`config.mk`:
```
export PLATFORM = sky130hd
export DESIGN_NAME = pg_guard_seq
export DESIGN_NICKNAME = d
export VERILOG_FILES = /design/src/rtl/pg_guard_seq_pkg.sv /design/src/rtl/pg_guard_cell.sv /design/src/rtl/pg_guard_seq.sv
export SDC_FILE = /design/constraint.sdc
export NUM_CORES = 1
export LEC_CHECK = 0
export ABC_AREA = 1
export CORE_MARGIN = 8
export CORE_UTILIZATION = 45
export CTS_BUF_LIST = sky130_fd_sc_hd__clkbuf_4
export DETAILED_ROUTE_END_ITERATION = 12
export PLACE_DENSITY = 0.84
export SLEW_MARGIN = 10
export SYNTH_ARGS = -nofsm -noshare
export SYNTH_HDL_FRONTEND = slang
export SYNTH_SLANG_ARGS = --single-unit
```
`constraint.sdc`:
```
create_clock -name CLK -period 1.53 [get_ports CLK]
set_input_delay 0.2295 -clock CLK [delete_from_list [all_inputs] [get_ports CLK]]
set_output_delay 0.2295 -clock CLK [all_outputs]
set_load 0.01 [all_outputs]
```
`src/rtl/pg_guard_seq_pkg.sv`:
```
// Shared types and constant helpers for the power-gate guard sequencer.
package pg_guard_seq_pkg;

  // Sequencer states: all channels guarded, settle wait, staggered release, fully open.
  typedef enum logic [1:0] {
    StAsleep,
    StWakeWait,
    StRelease,
    StAwake
  } state_e;

  // Ceiling log2 for elaboration-time width calculation; clog2(1) == 0.
  function automatic int unsigned clog2(input int unsigned value);
    int unsigned result;
    result = 0;
    for (int i = 0; i < 32; i++) begin
      if ((32'd1 << i) < value) begin
        result = i + 1;
      end
    end
    return result;
  endfunction

  // Counter width that never collapses to zero bits.
  function automatic int unsigned cnt_width(input int unsigned value);
    int unsigned w;
    w = clog2(value);
    return (w == 0) ? 1 : w;
  endfunction

endpackage

```
`src/rtl/pg_guard_cell.sv`:
```
// One guarded channel: guard flop (reset/set to guarded) and the output gate.
module pg_guard_cell (
  input  logic clk,
  input  logic rst,
  input  logic set,
  input  logic clr,
  input  logic en,
  input  logic d,
  output logic q,
  output logic guard
);

  logic guard_q;

  // Guard flop: set wins over clear so a sleep request always aborts a release.
  always_ff @(posedge clk or posedge rst) begin
    if (rst) begin
      guard_q <= 1'b1;
    end else if (set) begin
      guard_q <= 1'b1;
    end else if (clr) begin
      guard_q <= 1'b0;
    end
  end

  // Output gate: data passes only when released and enabled, with no added latency.
  always_comb begin
    q = d & ~guard_q & en;
  end

  assign guard = guard_q;

endmodule

```
`src/rtl/pg_guard_seq.sv`:
```
// Power-gate guard sequencer: holds every channel guarded while asleep, then on
// wake waits a settle delay and releases channels one at a time, lowest first.
module pg_guard_seq
  import pg_guard_seq_pkg::*;
#(
  parameter int unsigned WIDTH       = 8,
  parameter int unsigned WAKE_CYCLES = 16,
  parameter int unsigned STAGGER     = 1
) (
  input  logic             CLK,
  input  logic             RST,
  input  logic             SLEEP_REQ,
  input  logic [WIDTH-1:0] CH_EN,
  input  logic [WIDTH-1:0] D,
  output logic [WIDTH-1:0] Q,
  output logic [WIDTH-1:0] GUARD,
  output logic             AWAKE,
  output logic             SLEEP_ACK,
  output logic             BUSY
);

  localparam int unsigned WakeW = cnt_width(WAKE_CYCLES + 1);
  localparam int unsigned StagW = cnt_width(STAGGER);
  localparam int unsigned IdxW  = cnt_width(WIDTH);

  localparam logic [WakeW-1:0] WakeLast = WakeW'(WAKE_CYCLES);
  localparam logic [StagW-1:0] StagLast = StagW'(STAGGER - 1);
  localparam logic [IdxW-1:0]  IdxLast  = IdxW'(WIDTH - 1);

  state_e            state_q;
  logic [WakeW-1:0]  wake_cnt_q;
  logic [StagW-1:0]  stag_cnt_q;
  logic [IdxW-1:0]   idx_q;
  logic [IdxW-1:0]   idx_next;
  logic              awake_q;
  logic              ack_q;
  logic              busy_q;

  logic              start_rel;
  logic              step_rel;
  logic              done_rel;
  logic [WIDTH-1:0]  guard_clr;

  assign idx_next = idx_q + IdxW'(1);

  // Decode this edge's release events; a pending sleep request suppresses all of them.
  always_comb begin
    start_rel = 1'b0;
    step_rel  = 1'b0;
    done_rel  = 1'b0;
    if (!SLEEP_REQ) begin
      case (state_q)
        StAsleep:   start_rel = (WAKE_CYCLES == 0);
        StWakeWait: start_rel = (wake_cnt_q >= WakeLast);
        StRelease: begin
          if (idx_q == IdxLast) begin
            done_rel = 1'b1;
          end else if (stag_cnt_q == StagLast) begin
            step_rel = 1'b1;
          end
        end
        default: ;
      endcase
    end
  end

  // Per-channel clear strobes: channel 0 on entry to release, then the next index per slot.
  always_comb begin
    guard_clr = '0;
    if (start_rel) begin
      guard_clr[0] = 1'b1;
    end else if (step_rel) begin
      for (int i = 0; i < int'(WIDTH); i++) begin
        if (idx_next == IdxW'(i)) begin
          guard_clr[i] = 1'b1;
        end
      end
    end
  end

  // Sequencer FSM with counters and registered status outputs.
  always_ff @(posedge CLK or posedge RST) begin
    if (RST) begin
      state_q    <= StAsleep;
      wake_cnt_q <= '0;
      stag_cnt_q <= '0;
      idx_q      <= '0;
      awake_q    <= 1'b0;
      ack_q      <= 1'b1;
      busy_q     <= 1'b0;
    end else if (SLEEP_REQ) begin
      // Sleep is honoured from any state at this very edge, aborting any release.
      state_q    <= StAsleep;
      wake_cnt_q <= '0;
      stag_cnt_q <= '0;
      idx_q      <= '0;
      awake_q    <= 1'b0;
      ack_q      <= 1'b1;
      busy_q     <= 1'b0;
    end else begin
      case (state_q)
        StAsleep: begin
          ack_q  <= 1'b0;
          busy_q <= 1'b1;
          if (start_rel) begin
            state_q    <= StRelease;
            idx_q      <= '0;
            stag_cnt_q <= '0;
          end else begin
            // This edge is the first of the settle cycles.
            state_q    <= StWakeWait;
            wake_cnt_q <= WakeW'(1);
          end
        end
        StWakeWait: begin
          if (start_rel) begin
            state_q    <= StRelease;
            wake_cnt_q <= '0;
            idx_q      <= '0;
            stag_cnt_q <= '0;
          end else if (wake_cnt_q != WakeLast) begin
            wake_cnt_q <= wake_cnt_q + WakeW'(1);
          end
        end
        StRelease: begin
          if (done_rel) begin
            state_q    <= StAwake;
            idx_q      <= '0;
            stag_cnt_q <= '0;
            awake_q    <= 1'b1;
            busy_q     <= 1'b0;
          end else if (step_rel) begin
            idx_q      <= idx_next;
            stag_cnt_q <= '0;
          end else begin
            stag_cnt_q <= stag_cnt_q + StagW'(1);
          end
        end
        StAwake: ;
        default: begin
          state_q <= StAsleep;
          awake_q <= 1'b0;
          ack_q   <= 1'b1;
          busy_q  <= 1'b0;
        end
      endcase
    end
  end

  assign AWAKE     = awake_q;
  assign SLEEP_ACK = ack_q;
  assign BUSY      = busy_q;

  for (genvar i = 0; i < int'(WIDTH); i++) begin : g_cell
    pg_guard_cell u_cell (
      .clk   (CLK),
      .rst   (RST),
      .set   (SLEEP_REQ),
      .clr   (guard_clr[i]),
      .en    (CH_EN[i]),
      .d     (D[i]),
      .q     (Q[i]),
      .guard (GUARD[i])
    );
  end

endmodule

```
==> flow_metrics.env, run 1 <==
export IMPL_power_per_cell_area_nw_per_um2=958.4
export IMPL_synthTopCellsByArea="dfrtp_1 22%, dfstp_2 16%, nand2_1 11%, ha_1 10%, buf_4 8.2%"
export IMPL_synth_area_um2=1458
export IMPL_crit_path_start_kind="flop"
export IMPL_path_buf_inv=1
export IMPL_syn_nets=217
export IMPL_initial_core_util_pct=47.36
export IMPL_first_iter_violations=74
export IMPL_p_total_mw=1.786
export IMPL_grt_use_total_pct=11.53
export IMPL_fmax_ghz=0.6927
export IMPL_fin_setup_tns_ns=0
export IMPL_final_hold_violation_count=0
export IMPL_crit_family="buffers and inverters"
export IMPL_setup_viol=0
export IMPL_path_depth=1
export IMPL_r2r_cells=7
export IMPL_instances_no_fill=265
export IMPL_antenna_left=0
export IMPL_final_nets=253
export IMPL_end_kind="output port"
export IMPL_clk_transition_reported_paths_ns=0.12
export IMPL_place_congestion=0.8495
export IMPL_die_area_um2=5317
export IMPL_min_path_type="primary input to async pin"
export IMPL_wire_per_inst_um=12.32
export IMPL_io_pins=38
export IMPL_numPortBuffers=37
export IMPL_drc_errors=0
export IMPL_worst_skew_pair_late_latency_ns=0.32
export IMPL_met3_usage_pct=2.335
export IMPL_slew_headroom_pct=80.15
export IMPL_hold_buffers=0
export IMPL_die_w_um=72.92
export IMPL_grtUsageMet1_pct=13.40
export IMPL_synth_area_per_cell_um2=7.837
export IMPL_hold_slack_ns=0.1427
export IMPL_vias_per_cell=4.657
export IMPL_leakage_nw=0.8891
export IMPL_slowest_delay_ns=0.54
export IMPL_num_vias=1234
export IMPL_report_final_slew_viol_count=0
export IMPL_fin_skew_ns=0.004602
export IMPL_path_cells="clkdlybuf4s50_1"
export IMPL_clock_sinks=22
export IMPL_yosysMostFrequentCell="nand2_1"
export IMPL_synth_main_ff_cell="dfrtp_1"
export IMPL_syn_inst=186
export IMPL_seq_area_frac_synth_pct=38.54
export IMPL_ys_types=24
export IMPL_diodes=0
export IMPL_cts_htree_levels=1
export IMPL_worstMarginPinSlew_ns=0.2975
export IMPL_cp_slowest_cell="clkdlybuf4s50_1"
export IMPL_drive_above_1_share_pct=19.00
export IMPL_die_height_um=72.92
export IMPL_clock_path_buffers=2
export IMPL_cp_max_fo=2
export IMPL_peakVddDrop_v=0.0007628
export IMPL_synth_edf_count=0
export IMPL_grt_pass1_wl_mm=4.926
export IMPL_synth_top_area_share_pct=22.32
export IMPL_hpwlAfterDp_mm=2.528
export IMPL_yosysWarnings=0
export IMPL_synth_top_cell_by_area="dfrtp_1"
export IMPL_grt_overflow_total=0
export IMPL_area_delta_synth_final_pct=27.81
export IMPL_synth_ff_latch_count=22
export IMPL_crit_required_ns=1.30
export IMPL_wl_mm=3.266
export IMPL_synthTopCellsByCount="44 x nand2_1, 30 x nor2_1, 18 x inv_1"
export IMPL_cts_made_buffers=3
export IMPL_grt_max_degree=13
export IMPL_rows=20
export IMPL_critical_path_class="flop to output port"
export IMPL_fin_area_um2=1863
export IMPL_busiest_layer="met2"
export IMPL_root_buffer="clkbuf_4"
export IMPL_grt_use_met2_pct=19.28
export IMPL_arrival_ns=1.21
export IMPL_core_um2=3078
export IMPL_grt_pass1_vias=1163
export IMPL_synthArstFlopShare_pct=100.0
export IMPL_maxCapViolCount=0
export IMPL_antenna_found_initial=0
export IMPL_min_period_over_period_pct=94.35
export IMPL_detail_route_first_pass_iterations=4
export IMPL_cts_tree="built"
export IMPL_outcome="finished clean"
export IMPL_place_area_um2=1833
export IMPL_period_needed_ns=1.444
export IMPL_dpl_cell_count=261
==> flip-flops by register name, indices dropped and copies added, names as in the netlist <==
register,count
AWAKE,1
BUSY,1
SLEEP_ACK,1
g_cell.u_cell.guard,8
idx_q,3
stag_cnt_q,1
state_q,2
wake_cnt_q,5
==> final cells by class <==
type / instances / area, um2
clock buffers: 3 / 22.52
clock inverters: 1 / 3.754
fillers: 281 / 1215
inverters: 21 / 78.83
multi-input cells: 124 / 694.4
flip-flops and latches: 22 / 561.8
well taps: 44 / 55.05
repair buffers: 50 / 446.7
==> what timing repair did <==
action,CTS,global route
hold endpoints to repair,0,0
endpoints found under the setup margin,17,17
resized for setup,17,8
setup buffers,0,0
gates cloned,0,0
==> kinds of logic (layout without fill, tap and decap cells) <==
logic type	after synthesis	in the layout	synth area share, %
compound gates	17	17	5.923
buf+inv	40	75	15.54
xor+xnor	1	1	0.6010
flops	22	22	38.54
fa+ha+maj	12	12	10.30
simple gates	94	94	29.10
==> routing by layer <==
| metal | wire, um | share of wire, % | vias up |
|---|---|---|---|
| met4 | 86 | 2.6 | 0 |
| li1 | - | - | 642 |
| met5 | 0 | 0 | - |
| met3 | 222 | 6.8 | 9 |
| met2 | 1548 | 47 | 37 |
| met1 | 1408 | 43 | 546 |
==> where the power goes <==
group | internal [mW] | switching [mW]
Sequential | 0.665 | 0.0588
Combinational | 0.329 | 0.455
Clock | 0.0956 | 0.182
Total | 1.09 | 0.696
==> cells in the final DEF (no fill, tap or decap), drive strengths merged, types with 6 or more instances in the layout <==
cell,Yosys,final
dfstp,9,9
nand2,46,46
clkdlybuf4s50,0,20
a21oi,6,6
o21ai,10,10
dfrtp,13,13
ha,12,12
buf,19,13
inv,21,21
nand3,9,9
nor2,33,33
dlygate4sd2,0,17
==> stage by stage <==
stage | util [%] | setup slack (ns)
6_report | 60.53 | 0.08641
5_1_grt | 60.53 | -0.02463
4_1_cts | 59.72 | 0.003995
3_5_place_dp | 59.55 | -0.08088
3_3_place_gp | 59.55 | -0.04456
2_1_floorplan | - | 0.1085
==> path summary, 6_finish.rpt <==
kind	start	to	slack [ns]
max	AWAKE	AWAKE	0.09
min	RST	wake_cnt_q[1]	0.14
max reg2reg	idx_q[0]	g_cell[5].u_cell.guard	0.09
min reg2reg	SLEEP_ACK	SLEEP_ACK	0.47
max in group asynchronous	RST	g_cell[7].u_cell.guard	0.89
min in group CLK	SLEEP_ACK	SLEEP_ACK	0.47
Note: power is estimated with default switching activity, not from simulation.
==> run 2: changes to the inputs <==
--- a/config.mk
+++ b/config.mk
@@ -10,6 +10,7 @@
 export CORE_UTILIZATION = 45
 export CTS_BUF_LIST = sky130_fd_sc_hd__clkbuf_4
 export DETAILED_ROUTE_END_ITERATION = 12
+export MAX_ROUTING_LAYER = met4
 export PLACE_DENSITY = 0.84
 export SLEW_MARGIN = 10
 export SYNTH_ARGS = -nofsm -noshare
==> run 2 against run 1 <==
  * Register-to-register slack is essentially flat
  * Flip-flop and latch count is the same
  * Combinational power is essentially flat
  * First-iteration DRC count shrank 1.4%
  * Global-route usage grew 0.31 points
  * Critical path depth is the same
  * Power grew 0.20%
  * Hold slack lost 0.0034 ns
  * Cell area is the same
  * Clock power is essentially flat
  * Via count grew 0.41%
  * Setup slack lost 0.0043 ns
==> flow_metrics.env, run 2 (synthesis results as in run 1) <==
export IMPL_drive_above_1_share_pct=19.00
export IMPL_hold_buffers=0
export IMPL_power_per_cell_area_nw_per_um2=960.3
export IMPL_cp_max_fo=2
export IMPL_final_nets=253
export IMPL_grt_use_total_pct=11.83
export IMPL_instances_no_fill=265
export IMPL_core_um2=3078
export IMPL_outcome="finished clean"
export IMPL_end_kind="output port"
export IMPL_maxCapViolCount=0
export IMPL_antenna_left=0
export IMPL_cts_tree="built"
export IMPL_min_period_over_period_pct=94.64
export IMPL_n_fill_cell=281
export IMPL_hold_slack_ns=0.1393
export IMPL_final_cell_mix="43 x nand2_1, 30 x nor2_1, 20 x clkdlybuf4s50_1"
export IMPL_cts_htree_levels=1
export IMPL_fmax_ghz=0.6906
export IMPL_worst_skew_pair_late_latency_ns=0.32
export IMPL_wl_mm=3.255
export IMPL_r2r_end="g_cell[5].u_cell.guard"
export IMPL_grt_pass1_wl_mm=4.926
export IMPL_io_pins=38
export IMPL_numPortBuffers=37
export IMPL_antenna_found_initial=0
export IMPL_place_congestion=0.8628
export IMPL_detail_route_first_pass_iterations=4
export IMPL_reg2reg_from="idx_q[0]"
export IMPL_leakage_nw=0.8891
export IMPL_hpwlAfterDp_mm=2.528
export IMPL_worstMarginPinSlew_ns=0.2925
export IMPL_min_path_type="primary input to async pin"
export IMPL_arrival_ns=1.22
export IMPL_peakVddDrop_v=0.0007630
export IMPL_clock_sinks=22
export IMPL_area_delta_synth_final_pct=27.81
export IMPL_path_buf_inv=1
export IMPL_clock_path_buffers=2
export IMPL_crit_required_ns=1.30
export IMPL_post_cts_resize_count=17
export IMPL_grt_max_degree=13
export IMPL_crit_path_start_kind="flop"
export IMPL_setup_viol=0
export IMPL_die_area_um2=5317
export IMPL_first_iter_violations=73
export IMPL_vias_per_cell=4.675
export IMPL_die_w_um=72.92
export IMPL_path_cells="clkdlybuf4s50_1"
export IMPL_cts_made_buffers=3
export IMPL_critical_path_class="flop to output port"
export IMPL_grt_pass1_vias=1163
export IMPL_final_hold_violation_count=0
export IMPL_initial_core_util_pct=47.36
export IMPL_largest_reg_flops=8
export IMPL_die_height_um=72.92
export IMPL_crit_family="buffers and inverters"
export IMPL_ff2ff_setup_slack_ns=0.08
export IMPL_clk_transition_reported_paths_ns=0.12
export IMPL_layout_cells_most_common="nand2_1"
export IMPL_root_buffer="clkbuf_4"
export IMPL_cp_slowest_cell="clkdlybuf4s50_1"
export IMPL_period_needed_ns=1.448
export IMPL_wire_per_inst_um=12.28
export IMPL_grt_overflow_total=0
export IMPL_fin_skew_ns=0.005920
export IMPL_r2r_cells=7
export IMPL_drc_errors=0
export IMPL_num_vias=1239
export IMPL_slowest_delay_ns=0.54
export IMPL_diodes=0
export IMPL_cts_setup_buffers=0
export IMPL_dpl_cell_count=261
export IMPL_slew_headroom_pct=80.48
export IMPL_rows=20
export IMPL_report_final_slew_viol_count=0
## run 2: cell counts in the layout (fill, tap and decap cells not counted)
Identical to the previous run, type by type.
## run 2: worst max path at each step
stage / from / endpoint / slack, ns / cells past startpoint
after floorplan: idx_q[0] / g_cell[1].u_cell.guard / 0.11 / 8
after global placement: CH_EN[7] / Q[7] / -0.04 / 4
after detailed placement: CH_EN[3] / Q[3] / -0.08 / 4
after CTS: idx_q[0] / g_cell[2].u_cell.guard / 0.004 / 8
after global routing: state_q[0] / idx_q[0] / -0.02 / 8
final: AWAKE / AWAKE / 0.08 / 1
## run 2: cell type report
type | count | area, um2 | share of cell area (%)
repair buffers | 50 | 446.7 | 23.98
multi-input cells | 124 | 694.4 | 37.27
clock buffers | 3 | 22.52 | 1.209
well taps | 44 | 55.05 | 2.955
clock inverters | 1 | 3.754 | 0.2015
inverters | 21 | 78.83 | 4.231
flip-flops and latches | 22 | 561.8 | 30.15
## run 2: metal layers
layer	wire length, um	global-route usage [%]
met1	1436	13.72
met2	1552	19.28
met3	192	1.786
met4	73	6.222
met5	0	-
## run 2: power breakdown
| group | internal [mW] | switching (mW) | total, mW | leakage, nW |
|---|---|---|---|---|
| sequential | 0.665 | 0.0590 | 0.724 | 0.270 |
| clock | 0.0956 | 0.184 | 0.280 | 0.0154 |
| combinational | 0.329 | 0.456 | 0.785 | 0.604 |
| total | 1.09 | 0.699 | 1.79 | 0.889 |
## run 2: worst register-to-register path: stages (launching register included)
cell and delay, ns:
dfrtp_1 0.41, ha_2 0.20, buf_4 0.14, ha_1 0.28
inv_1 0.13, nand2_1 0.07, nor2_1 0.10, a21oi_1 0.06
## run 2: stage by stage
step,TNS [ns],setup WS [ns],total power [mW],instance area (um2),utilization (%)
CTS,0,0.003995,1.757,1838,59.72
global placement,-0.3209,-0.04456,1.468,1833,59.55
detailed placement,-0.5066,-0.08088,1.491,1833,59.55
floorplan,0,0.1085,1.265,1458,-
finish,0,0.08208,1.789,1863,60.53
global route,-0.06230,-0.02463,1.923,1863,60.53
==> run 3: changes to the inputs <==
--- a/config.mk
+++ b/config.mk
@@ -6,10 +6,12 @@
 export NUM_CORES = 1
 export LEC_CHECK = 0
 export ABC_AREA = 1
+export CAP_MARGIN = 25
 export CORE_MARGIN = 8
 export CORE_UTILIZATION = 45
 export CTS_BUF_LIST = sky130_fd_sc_hd__clkbuf_4
 export DETAILED_ROUTE_END_ITERATION = 12
+export GPL_TIMING_DRIVEN = 0
 export MAX_ROUTING_LAYER = met4
 export PLACE_DENSITY = 0.84
 export SLEW_MARGIN = 10
==> run 3 against run 2 <==
  * The run now ends with setup timing left
  * Hold slack gained 0.21 ns
  * Count of clock-buffer cells in the layout is the same
  * Register-to-register slack lost 0.09 ns
  * First-iteration DRC count grew 6.8%
  * Power grew 13%
  * Cell area grew 9.3%
  * Setup slack lost 0.087 ns
  * Utilization grew 5.6 points
  * Maximum frequency shrank 5.6%
  * Clock power grew 64%
==> flow_metrics.env, run 3 (synthesis results as in run 1) <==
export IMPL_outcome="finished with violations"
export IMPL_violations="setup timing"
export IMPL_rows=20
export IMPL_crit_path_start_kind="flop"
export IMPL_power_per_cell_area_nw_per_um2=990.7
export IMPL_final_hold_violation_count=0
export IMPL_path_buf_inv=1
export IMPL_met3_usage_pct=2.747
export IMPL_grt_overflow_total=0
export IMPL_path_cells="ha_2 > ha_1 > inv_2 > nand3_2 > nor2_4 > nand2_2 > nor2_1 > nor2_1"
export IMPL_cts_made_buffers=3
export IMPL_area_delta_synth_final_pct=39.66
export IMPL_setup_viol=1
export IMPL_fmax_ghz=0.6516
export IMPL_antenna_left=0
export IMPL_leakage_nw=0.9751
export IMPL_worst_slack_ns=-0.004625
export IMPL_rsz0062_at_grt="true"
export IMPL_place_area_um2=1883
export IMPL_intPower_mw=1.287
export IMPL_clock_sinks=22
export IMPL_cp_max_fo=4
export IMPL_r2r_cells=8
export IMPL_io_pins=38
export IMPL_swShare_pct=36.17
export IMPL_detail_route_first_pass_iterations=4
export IMPL_p_switching_mw=0.7293
export IMPL_r2r_end="g_cell[1].u_cell.guard"
export IMPL_report_final_slew_viol_count=0
export IMPL_worstMarginPinSlew_ns=0.8208
export IMPL_grt_use_total_pct=13.37
export IMPL_clock_path_buffers=2
export IMPL_drc_errors=0
export IMPL_hold_buffers=0
export IMPL_peakVddDrop_v=0.0009127
export IMPL_busiest_layer="met2"
export IMPL_cts_tree="built"
export IMPL_worst_skew_pair_late_latency_ns=0.32
export IMPL_grt_pass1_vias=1255
export IMPL_grt_use_met2_pct=20.68
export IMPL_core_um2=3078
export IMPL_place_congestion=0.8659
export IMPL_die_area_um2=5317
export IMPL_final_cell_mix="42 x nand2_1, 28 x nor2_1, 28 x buf_4"
export IMPL_fin_skew_ns=0.001530
export IMPL_grt_pass1_wl_mm=5.520
export IMPL_crit_required_ns=1.80
export IMPL_die_height_um=72.92
export IMPL_numPortBuffers=37
export IMPL_clk_transition_reported_paths_ns=0.13
export IMPL_p_clk_share_pct=22.8
export IMPL_maxCapViolCount=0
export IMPL_critical_path_class="flop to flop"
export IMPL_ff2ff_setup_slack_ns=-0.005
export IMPL_crit_family="simple AND/OR/NAND/NOR gates"
export IMPL_wire_per_inst_um=13.02
export IMPL_final_nets=271
export IMPL_pwr_share_comb_pct=41.1
export IMPL_drive_above_1_share_pct=30.13
export IMPL_vias_per_cell=4.777
export IMPL_min_period_over_period_pct=100.3
export IMPL_initial_core_util_pct=47.36
export IMPL_slowest_delay_ns=0.42
export IMPL_end_kind="flop"
export IMPL_layout_cells_most_common="nand2_1"
export IMPL_largest_reg_flops=8
export IMPL_cpMostUsedCell="nor2_1"
export IMPL_min_path_type="primary input to async pin"
export IMPL_grtUsageMet1_pct=15.14
export IMPL_num_vias=1352
export IMPL_cts_htree_levels=1
export IMPL_first_iter_violations=78
export IMPL_hpwlAfterDp_mm=2.442
export IMPL_arrival_ns=1.80
export IMPL_slew_headroom_pct=45.22
export IMPL_die_w_um=72.92
export IMPL_wl_mm=3.686
export IMPL_pre_cts_slack_ns=-0.1678
export IMPL_antenna_found_initial=0
export IMPL_power_frac_seq_pct=36.1
export IMPL_root_buffer="clkbuf_4"
export IMPL_period_needed_ns=1.535
export IMPL_grt_max_degree=23
export IMPL_diodes=0
export IMPL_fin_setup_tns_ns=-0.004625
export IMPL_cp_slowest_cell="dfrtp_1"
export IMPL_fin_area_um2=2036
export IMPL_reg2reg_from="idx_q[0]"
[run 3: cell count changes in the layout (fill, tap and decap cells not counted), moves of 3 or more]
cell and delta:
clkbuf_2 +3, buf_6 +6, dlygate4sd2_1 -10, buf_4 +15
[run 3: layer usage]
metal | vias to the layer above | part of all wire (%)
li1 | 670 | -
met1 | 634 | 43
met2 | 39 | 49
met3 | 9 | 5.1
met4 | 0 | 2.8
met5 | - | 0
[run 3: worst max path at each step]
| stage | startpoint | end | cells past startpoint |
|---|---|---|---|
| floorplan | idx_q[0] | g_cell[1].u_cell.guard | 8 |
| global placement | CH_EN[3] | Q[3] | 5 |
| detailed placement | D[4] | Q[4] | 5 |
| CTS | g_cell[4].u_cell.guard | Q[4] | 3 |
| global route | idx_q[0] | g_cell[1].u_cell.guard | 8 |
| finish | idx_q[0] | g_cell[1].u_cell.guard | 8 |
[run 3: timing repair]
| action | CTS | global route |
|---|---|---|
| buffers inserted | 8 | 4 |
| pin swaps | 1 | 3 |
| hold endpoints to repair | 0 | 0 |
| resized for setup | 38 | 15 |
| endpoints found under the setup margin | 21 | 17 |
[run 3: power groups by stage]
stage               Clock, mW  Sequential (mW)  Combinational [mW]
global placement            0            0.739               0.707
global route            0.490            0.740               0.921
CTS                     0.462            0.725               0.765
floorplan                   0            0.733               0.532
finish                  0.460            0.728               0.828
detailed placement          0            0.741               0.730
[run 3: worst reg2reg max path, stage by stage (launching register included)]
cell,delay (ns)
dfrtp_1,0.42
ha_2,0.21
ha_1,0.21
inv_2,0.08
nand3_2,0.12
nor2_4,0.14
nand2_2,0.09
nor2_1,0.14
nor2_1,0.07
[run 3: area by class of cell]
cell class                 instances  area (um2)
fill                             249        1042
clock buffer                       3       22.52
sequential                        22       561.8
timing repair buffer              49       436.7
tap                               44       55.05
multi-input combinational        124       703.2
buffer                            19       147.6
inverter                          21       78.83
clock inverter                     1       30.03
[run 3: per-stage QoR]
stage | hold slack, ns | power (mW) | utilization [%] | std cells
4_1_cts | 0.3648 | 1.952 | 64.19 | 279
5_1_grt | 0.4132 | 2.150 | 66.14 | 283
3_5_place_dp | 0.4652 | 1.471 | 61.18 | 267
3_3_place_gp | 0.4499 | 1.446 | 61.18 | 267
6_report | 0.3484 | 2.017 | 66.14 | 283
2_1_floorplan | 0.2121 | 1.265 | - | 186
